**config.mk**
```make
export PLATFORM = sky130hd
export DESIGN_NAME = psum_norm_unit
export DESIGN_NICKNAME = d
export VERILOG_FILES = /design/src/rtl/norm_pkg.sv /design/src/rtl/serial_divider.sv /design/src/rtl/psum_norm_unit.sv
export SDC_FILE = /design/constraint.sdc
export NUM_CORES = 1
export LEC_CHECK = 0
export ABC_AREA = 0
export CAP_MARGIN = 10
export CORE_ASPECT_RATIO = 0.9
export CORE_UTILIZATION = 61
export CTS_BUF_LIST = sky130_fd_sc_hd__clkbuf_4
export DETAILED_ROUTE_END_ITERATION = 6
export PLACE_DENSITY = 0.89
export SYNTH_ARGS = -nofsm -noshare
export SYNTH_HDL_FRONTEND = slang
export SYNTH_SLANG_ARGS = --single-unit
export TNS_END_PERCENT = 10
```
**constraint.sdc**
```tcl
create_clock -name clk -period 12.5 [get_ports clk]
set_clock_uncertainty 0.15 [all_clocks]
set_input_delay 2.5 -clock clk [delete_from_list [all_inputs] [get_ports clk]]
set_output_delay 2.5 -clock clk [all_outputs]
set_load 0.05 [all_outputs]
```
**src/rtl/norm_pkg.sv**
```systemverilog
// Shared constants and state encoding for the partial-sum normalization unit.
// Defaults: 20-bit partial sums, 8 entries per row, divisor = abs_sum >> 7.
package norm_pkg;

  localparam int unsigned BW_PSUM    = 20;
  localparam int unsigned COL        = 8;
  localparam int unsigned NORM_SHIFT = 7;

  // abs_sum needs 4 guard bits above one entry so a full row of magnitudes cannot overflow.
  localparam int unsigned ABS_W = BW_PSUM + 4;
  localparam int unsigned DIV_W = ABS_W - NORM_SHIFT;

  typedef enum logic [1:0] {
    StIdle = 2'd0,
    StSum  = 2'd1,
    StDiv  = 2'd2,
    StDone = 2'd3
  } norm_state_e;

endpackage

```
**src/rtl/serial_divider.sv**
```systemverilog
// Unsigned restoring divider, one quotient bit per cycle.
// Ports:
//   clk, reset          rising-edge clock, synchronous active-high reset
//   start               load operands (the setup cycle); iterations follow
//   dividend, divisor   unsigned operands, sampled on start
//   done                one-cycle pulse once quotient/div_zero are valid
//   quotient            dividend / divisor (0 when the divisor is 0)
//   div_zero            the divisor of the last operation was 0
// One operation takes 1 + QuoW cycles from the start edge to the done pulse being visible.
module serial_divider
  import norm_pkg::*;
#(
  parameter int unsigned DvdW = BW_PSUM + 1,
  parameter int unsigned DivW = DIV_W,
  parameter int unsigned QuoW = BW_PSUM
) (
  input  logic            clk,
  input  logic            reset,
  input  logic            start,
  input  logic [DvdW-1:0] dividend,
  input  logic [DivW-1:0] divisor,
  output logic            done,
  output logic [QuoW-1:0] quotient,
  output logic            div_zero
);

  localparam int unsigned CntW = (QuoW > 1) ? $clog2(QuoW) : 1;
  localparam logic [CntW-1:0] LastCnt = CntW'(QuoW - 1);

  // dvd_q shifts dividend bits out of its MSB and quotient bits into its LSB.
  logic [QuoW-1:0] dvd_q, dvd_d;
  logic [DivW-1:0] rem_q, rem_d, dvs_q;
  logic [CntW-1:0] cnt_q;
  logic            run_q, done_q, dz_q;
  logic [DivW:0]   shifted;
  logic            fits;

  always_comb begin
    shifted = {rem_q, dvd_q[QuoW-1]};
    fits    = shifted >= {1'b0, dvs_q};
    rem_d   = fits ? DivW'(shifted - {1'b0, dvs_q}) : shifted[DivW-1:0];
    dvd_d   = {dvd_q[QuoW-2:0], fits};
  end

  always_ff @(posedge clk) begin
    if (reset) begin
      dvd_q  <= '0;
      rem_q  <= '0;
      dvs_q  <= '0;
      cnt_q  <= '0;
      run_q  <= 1'b0;
      done_q <= 1'b0;
      dz_q   <= 1'b0;
    end else begin
      done_q <= 1'b0;
      if (start) begin
        dvd_q <= dividend[QuoW-1:0];
        // Dividend bits above QuoW seed the remainder; they are 0 for any real entry
        // magnitude, so QuoW iterations produce the full quotient.
        rem_q <= DivW'(dividend[DvdW-1:QuoW]);
        dvs_q <= divisor;
        dz_q  <= (divisor == '0);
        cnt_q <= '0;
        run_q <= 1'b1;
      end else if (run_q) begin
        dvd_q <= dvd_d;
        rem_q <= rem_d;
        cnt_q <= cnt_q + CntW'(1);
        if (cnt_q == LastCnt) begin
          run_q  <= 1'b0;
          done_q <= 1'b1;
        end
      end
    end
  end

  assign done     = done_q;
  assign quotient = dz_q ? '0 : dvd_q;
  assign div_zero = dz_q;

endmodule

```
**src/rtl/psum_norm_unit.sv**
```systemverilog
// Normalizes one row of signed partial sums: each entry is divided by
// (sum of |entry|) >> norm_shift using one shared serial divider.
// Ports:
//   clk, reset            rising-edge clock, synchronous active-high reset
//   in_valid/in_ready     row input handshake; in_data entry 0 is the MSB slice
//   out_valid/out_ready   result handshake; out_data packed like in_data
//   div_zero              divisor of the presented result was 0 (all entries 0)
//   busy                  unit is not idle
// Accept edge to out_valid: 1 + col + col*(bw_psum+1) cycles.
module psum_norm_unit
  import norm_pkg::*;
#(
  parameter int unsigned bw_psum    = BW_PSUM,
  parameter int unsigned col        = COL,
  parameter int unsigned norm_shift = NORM_SHIFT
) (
  input  logic                   clk,
  input  logic                   reset,
  input  logic                   in_valid,
  output logic                   in_ready,
  input  logic [bw_psum*col-1:0] in_data,
  output logic                   out_valid,
  input  logic                   out_ready,
  output logic [bw_psum*col-1:0] out_data,
  output logic                   div_zero,
  output logic                   busy
);

  localparam int unsigned AbsW = bw_psum + 4;
  localparam int unsigned DivW = AbsW - norm_shift;
  localparam int unsigned IdxW = (col > 1) ? $clog2(col) : 1;
  localparam logic [IdxW-1:0] LastIdx = IdxW'(col - 1);

  norm_state_e              state_q, state_d;
  logic [bw_psum*col-1:0]   data_q, data_d;
  logic [bw_psum-1:0]       entries [col];
  logic [bw_psum-1:0]       res_q [col];
  logic [bw_psum-1:0]       res_d [col];
  // Magnitudes only, so the running sum never goes negative.
  logic [AbsW-1:0]          abs_sum_q, abs_sum_d;
  logic [DivW-1:0]          divisor_q, divisor_d;
  logic [IdxW-1:0]          idx_q, idx_d;
  logic                     first_q, first_d;
  logic                     div_zero_q, div_zero_d;

  logic                     div_start, div_done, div_dz;
  logic [bw_psum:0]         div_dividend;
  logic [bw_psum-1:0]       div_quot;

  // One extra bit so the most negative entry maps to its true magnitude.
  function automatic logic [bw_psum:0] mag(input logic [bw_psum-1:0] v);
    if (v[bw_psum-1]) return ~{1'b1, v} + (bw_psum + 1)'(1);
    return {1'b0, v};
  endfunction

  for (genvar g = 0; g < col; g++) begin : g_pack
    assign entries[g]                                = data_q[(col-g)*bw_psum-1 -: bw_psum];
    assign out_data[(col-g)*bw_psum-1 -: bw_psum]    = res_q[g];
  end

  always_comb begin
    state_d    = state_q;
    data_d     = data_q;
    res_d      = res_q;
    abs_sum_d  = abs_sum_q;
    divisor_d  = divisor_q;
    idx_d      = idx_q;
    first_d    = first_q;
    div_zero_d = div_zero_q;
    div_start  = 1'b0;
    unique case (state_q)
      StIdle: begin
        if (in_valid) begin
          data_d    = in_data;
          abs_sum_d = '0;
          idx_d     = '0;
          state_d   = StSum;
        end
      end
      StSum: begin
        abs_sum_d = abs_sum_q + AbsW'(mag(entries[idx_q]));
        if (idx_q == LastIdx) begin
          idx_d     = '0;
          divisor_d = abs_sum_d[AbsW-1:norm_shift];
          first_d   = 1'b1;
          state_d   = StDiv;
        end else begin
          idx_d = idx_q + IdxW'(1);
        end
      end
      StDiv: begin
        if (first_q) begin
          div_start = 1'b1;
          first_d   = 1'b0;
        end else if (div_done) begin
          // Capture this entry and launch the next one on the same edge, keeping the
          // per-entry period at setup + bw_psum iterations.
          res_d[idx_q] = entries[idx_q][bw_psum-1] ? bw_psum'(0) - div_quot : div_quot;
          if (idx_q == LastIdx) begin
            div_zero_d = div_dz;
            state_d    = StDone;
          end else begin
            idx_d     = idx_q + IdxW'(1);
            div_start = 1'b1;
          end
        end
      end
      StDone: begin
        if (out_ready) state_d = StIdle;
      end
      default: state_d = StIdle;
    endcase
  end

  // Operand for the entry being launched, hence indexed by the next index.
  assign div_dividend = mag(entries[idx_d]);

  always_ff @(posedge clk) begin
    if (reset) begin
      state_q    <= StIdle;
      data_q     <= '0;
      res_q      <= '{default: '0};
      abs_sum_q  <= '0;
      divisor_q  <= '0;
      idx_q      <= '0;
      first_q    <= 1'b0;
      div_zero_q <= 1'b0;
    end else begin
      state_q    <= state_d;
      data_q     <= data_d;
      res_q      <= res_d;
      abs_sum_q  <= abs_sum_d;
      divisor_q  <= divisor_d;
      idx_q      <= idx_d;
      first_q    <= first_d;
      div_zero_q <= div_zero_d;
    end
  end

  serial_divider #(
    .DvdW(bw_psum + 1),
    .DivW(DivW),
    .QuoW(bw_psum)
  ) u_div (
    .clk     (clk),
    .reset   (reset),
    .start   (div_start),
    .dividend(div_dividend),
    .divisor (divisor_q),
    .done    (div_done),
    .quotient(div_quot),
    .div_zero(div_dz)
  );

  assign in_ready  = (state_q == StIdle) && !reset;
  assign out_valid = (state_q == StDone);
  assign div_zero  = div_zero_q;
  assign busy      = (state_q != StIdle);

endmodule

```
# Word level (Yosys, flattened, before mapping)
# Index checks and enable logic that the tools add are counted.
[totals] elab_cells=118 ramBits=0 output_inout_bits=164 ff_bits=430 mem_bits_ro=0 latch_bits=0 n_memories=0
[classes] n_bitwise=6 n_reduce_logical=18 n_div=0 n_shift=0 mul=0 n_addsub=7 mux=49 n_eq_ne=11 n_lt_le_gt_ge=4
[ops] op="$mux W20" count=9
[ops] op="$bwmux W160" count=1
[ops] op="$bmux W20 S3" count=2
[ops] op="$mux W21" count=5
[ops] op="$demux W20 S3" count=1
[ops] op="$pmux W24 S2" count=1
[ops] op="$add A21 B1 Y21 const B" count=2
[ops] op="$not A21 Y21" count=2
[ops] op="$add A24 B21 Y24" count=1
[ops] op="$mux W24" count=1
[ops] op="$sub A1 B20 Y20 const A" count=1
[ops] op="$ge A18 B17 Y1" count=1
[ops] op="$logic_not A17 Y1" count=1
[ops] op="$mux W17" count=1
[ops] op="$sub A17 B17 Y17" count=1
[ops] op="$mux W3" count=5
[ops] op="$mux W1" count=14
[ops] op="$mux W2" count=6
[ops] op="$pmux W3 S3" count=1
[ops] op="$ge A4 B4 Y1 const B" count=2
[ops] op="$ne A2 B2 Y1 const B" count=4
[ops] op="$not A3 Y4" count=2
[ops] op="$pmux W2 S4" count=1
[ops] op="$reduce_and A2 Y1" count=4
[ops] op="19 further kinds" count=26

# Longest topological paths before layout
[depth] depth_word=14 mapped_depth=24 mapped_depth_nobuf=22

# Hierarchy
# From an unflattened synthesis, not the netlist that was laid out.
[unflattened] hier_cells=2718 area_unflattened_um2=21928.5
[by_module_without_submodules] mod="psum_norm_unit" instances=1 area_per_inst_um2=18177.4 cells_each=2251
[by_module_without_submodules] mod="serial_divider" instances=1 area_per_inst_um2=3751.1 cells_each=467

# Least setup slack after synthesis
# No wires, ideal clock.
[synth_timing] path_kind="input port to output port" startpoint="input port reset" endpoint="output port in_ready" setup_slack_ns=6.115 path_stages=4 arrival_time_ns=3.735 cell_sequence="clkbuf_1 -> clkbuf_1 -> clkbuf_1 -> nor2_1"
[synth_between] elab_chain_len=2
[synth_rtl] item="start, declared" line_no="psum_norm_unit.sv:18" text="input logic reset,"
[synth_rtl] item="$logic_not A1 Y1" line_no="psum_norm_unit.sv:155" text="assign in_ready = (state_q == StIdle) && !reset;"
[synth_rtl] item="$logic_and A1 B1 Y1" line_no="psum_norm_unit.sv:155"
[synth_rtl] item="end, declared" line_no="psum_norm_unit.sv:20" text="output logic in_ready,"
# Every way passes these cells.

# Worst setup path in the final report
# Ends and elaborated chain as after synthesis.

==> Implementation_results.wiki <==
{| class="wikitable"
! Metric !! Value
|-
| Status || finished clean
|-
| GRT busiest layer || met2
|-
| Post-route setup TNS || 0 ns
|-
| Power per standard cell area || 163 nW/um2
|-
| Proportion of layout cells with a drive suffix above 1 || 0.0960
|-
| Core Region || 34400 um2
|-
| Via count of the first global-routing pass || around 20000
|-
| Final antenna-violating net count || 0
|-
| Critical Path Source Type || input port
|-
| R2R depth || 20
|-
| Post-CTS setup buffer count || 0
|-
| Average cell area after synthesis || between 8 and 9 um2
|-
| Post-layout power || 4.28 mW
|-
| Ratio of final minimum period to clock period || 0.522
|-
| I/O Buffers || ~330
|-
| Area added between synthesis and finish || 22.2%
|-
| Worst-Margin Slew || roughly 1.2 ns
|-
| Total of endpoints with negative setup slack in the final report || 0
|-
| Critical path launch point || reset
|-
| Global-route wire length before repair || ~110000 um
|-
| Clock input transition at the sequential cells of the worst setup and hold paths || ~0.070 ns
|-
| RePlAce Congestion || roughly 0.93
|-
| Clock Path Buffers || 3
|-
| Capturing element type of the critical path || output pin
|-
| Number of DRC violations after detailed-routing iteration 0 || between 2000 and 2500
|-
| Area share of the largest cell type after synthesis || 0.401
|-
| Final slew viol count || 0
|-
| Clk Latency, worst-skew pair || between 0.7 and 0.8 ns
|-
| Inserted Clock Buffers || between 100 and 150
|-
| Flop and latch count out of synthesis || 430
|-
| Max rail drop VDD || 0.000102 V
|-
| Total length of routed wires || around 68000 um
|-
| Met1 demand-to-capacity share in global routing || 0.458
|-
| Average via count per standard cell || between 6 and 7
|-
| Largest net degree at the start of global routing || between 200 and 250
|-
| Async set-reset flop share out of synthesis || 0
|-
| Biggest fanout along the worst timing path || between 100 and 150
|-
| Die W || approximately 200 um
|-
| Antenna violations before repair || 1
|-
| Worst setup path end || in_ready
|-
| Headroom to the max-slew limit || 0.205
|-
| Primary FF master, synth || dfxtp_1
|-
| Launching point of the worst reg2reg path || idx_q[0]
|-
| Final HPWL from detailed placement || between 40000 and 50000 um
|-
| Number of maximum-capacitance violations || 0
|-
| GRT met2 Usage || 0.606
|-
| DR WL/cell || 19.6 um
|-
| Post-route DRC violation count || 0
|-
| Static leakage power || roughly 9.4 nW
|-
| Setup Crit Path Kind || input port to output pin
|-
| Post-cts gate resize count || 0
|-
| Worst min-delay path category || register to register
|-
| Synthesized instance count || around 2700
|-
| TritonCTS clock tree || built
|-
| Post-synthesis sequential area ratio || 0.401
|-
| Number of distinct library cells after synthesis || 85
|-
| Count of TritonRoute iterations in the first routing pass || 6
|-
| Number of warning messages in the yosys log || 0
|-
| Worst endpoint data arrival time || 3.88 ns
|-
| Clock Sink Count || 430
|-
| DR vias || ~21000
|-
| Filler Cells Inserted || 2486
|-
| Worst slack on hold paths || slightly above 0.3 ns
|-
| Capturing point of the worst reg2reg path || divisor_q[15]
|-
| FMAX || roughly 0.15 GHz
|-
| Starting Density || 0.625
|-
| Area of the mapped netlist || roughly 21000 um2
|-
| Mapped Nets || 2875
|-
| Met3 Usage GRT || 0.0668
|-
| Number of top-level design ports || around 330
|-
| Required arrival time at the worst endpoint || around 10 ns
|-
| Library cell with the largest summed area after synthesis || dfxtp_1
|-
| Clock Root Buffer || clkbuf_4
|-
| Final hold violation count || 0
|-
| Number of placement rows || 64
|-
| GRT Overall Usage || 0.370
|-
| RSZ-0062 raised after global routing || no
|-
| Number of buffers inserted by hold repair at cts || 0
|-
| Internal reg-to-reg setup slack || between 6 and 7 ns
|-
| Final net count || 3157
|-
| Die height || approximately 180 um
|-
| Clock H-tree levels || 3
|-
| Floorplan die area || about 36000 um2
|-
| Main area contributors after synthesis || dfxtp_1 40%, nand2_1 10%, a21oi_1 7.6%
|-
| Number of synthesized flops with an enable pin || 0
|-
| Tmin final || ~6.5 ns
|-
| Total congestion overflow || 0
|}
layer usage:
metal / share of wire / routed length (um) / vias to the layer above
met3: 0.082 / 5560 / 245
met2: 0.47 / 32000 / 1049
met5: 0 / 0 / -
met4: 0.054 / 3680 / 0
met1: 0.39 / 26800 / 9992
li1: - / - / 9905
cell usage after synthesis, drive strengths merged, types with 24 or more instances:
cell type    n
mux2i      119
nand2      578
xnor2       42
nor2       258
o21ai       54
inv         48
a221oi      25
nand3       26
clkbuf     140
ha          58
dfxtp      430
a22oi       27
nor2b       25
mux2        29
buf         42
a21oi      325
xor2        30
a211oi     119
mux4        24
kinds of logic after synthesis:
| kind of cell | share of synthesized area |
|---|---|
| DFF | 0.401 |
| AOI/OAI and AO/OA | 0.201 |
| adders and majority gates | 0.0356 |
| muxes | 0.0964 |
| xor gates and xnor gates | 0.0294 |
| and+or+nand+nor | 0.194 |
| other | 0.000175 |
| buffers and inverters | 0.0435 |
sequential cells by signal, indices dropped and copies added, names as in the netlist, 2 cells and up:
register,flops
data_q,160
u_div.dvs_q,17
out_data,160
u_div.dvd_q,20
abs_sum_q,24
u_div.rem_q,17
idx_q,3
state_q,2
divisor_q,17
u_div.cnt_q,5
worst min path at each step:
stage / cells past startpoint / slack (ns) / start / to
floorplan: 2 / 0.29 / abs_sum_q[4] / abs_sum_q[4]
global placement: 2 / 0.29 / out_data[97] / out_data[97]
detailed placement: 2 / 0.30 / u_div.dvs_q[13] / u_div.dvs_q[13]
CTS: 2 / 0.31 / divisor_q[5] / u_div.dvs_q[5]
global route: 2 / 0.32 / u_div.dvs_q[10] / u_div.dvs_q[10]
finish: 2 / 0.31 / u_div.dvs_q[3] / u_div.dvs_q[3]
stage by stage:
stage | worst slack [ns] | util | cell area, um2 | instances
after global routing | 5.90 | 0.764 | 26200 | 3473
after floorplan | 6.12 | - | 21500 | 2651
after detailed placement | 5.84 | 0.724 | 24900 | 3285
after global placement | 5.96 | 0.724 | 24900 | 3285
final | 5.97 | 0.764 | 26200 | 3473
after CTS | 5.99 | 0.763 | 26200 | 3470
layout by cell type, fill, tap and decap left out, drive strengths merged, types with 5 or more instances in the layout:
master         instances
nand2                578
mux2i                119
buf                   30
a31oi                 14
nor2b                 25
nor2                 258
nand4                 15
o21a                  13
and2                  10
a211oi               119
clkdlybuf4s50        326
xnor2                 42
nand3b                 7
clkbuf               162
ha                    58
xor2                  30
clkinv                23
a21o                  14
nand3                 26
mux4                  24
o22ai                 17
or2                    6
and3                   8
a221o                  5
a221oi                25
nand2b                13
nor4                  11
or3                    8
a21oi                325
nor3                  21
o21ai                 54
o41ai                  7
a22oi                 27
o211ai                 7
o31ai                 15
inv                   49
dfxtp                430
mux2                  29
area by class of cell:
class	instances	area, um2	area share
Clock inverter	23	98.8	0.00377
Sequential cell	430	8610	0.328
Inverter	49	184	0.00701
Clock buffer	162	1220	0.0463
Antenna cell	1	2.50	0.0000954
Timing Repair Buffer	356	3540	0.135
Tap cell	462	578	0.0220
Multi-Input combinational cell	1990	12000	0.458
worst max-delay path: stages:
cell and delay (ns):
buf_8 0.46, nor2_1 0.09, clkdlybuf4s50_1 0.73
power breakdown:
part	switching [mW]	leakage [nW]	internal, mW
Clock	0.563	0.794	0.586
Combinational	0.941	5.07	0.571
Sequential	0.134	3.49	1.49
No activity file was read; power rests on OpenSTA's default activity.
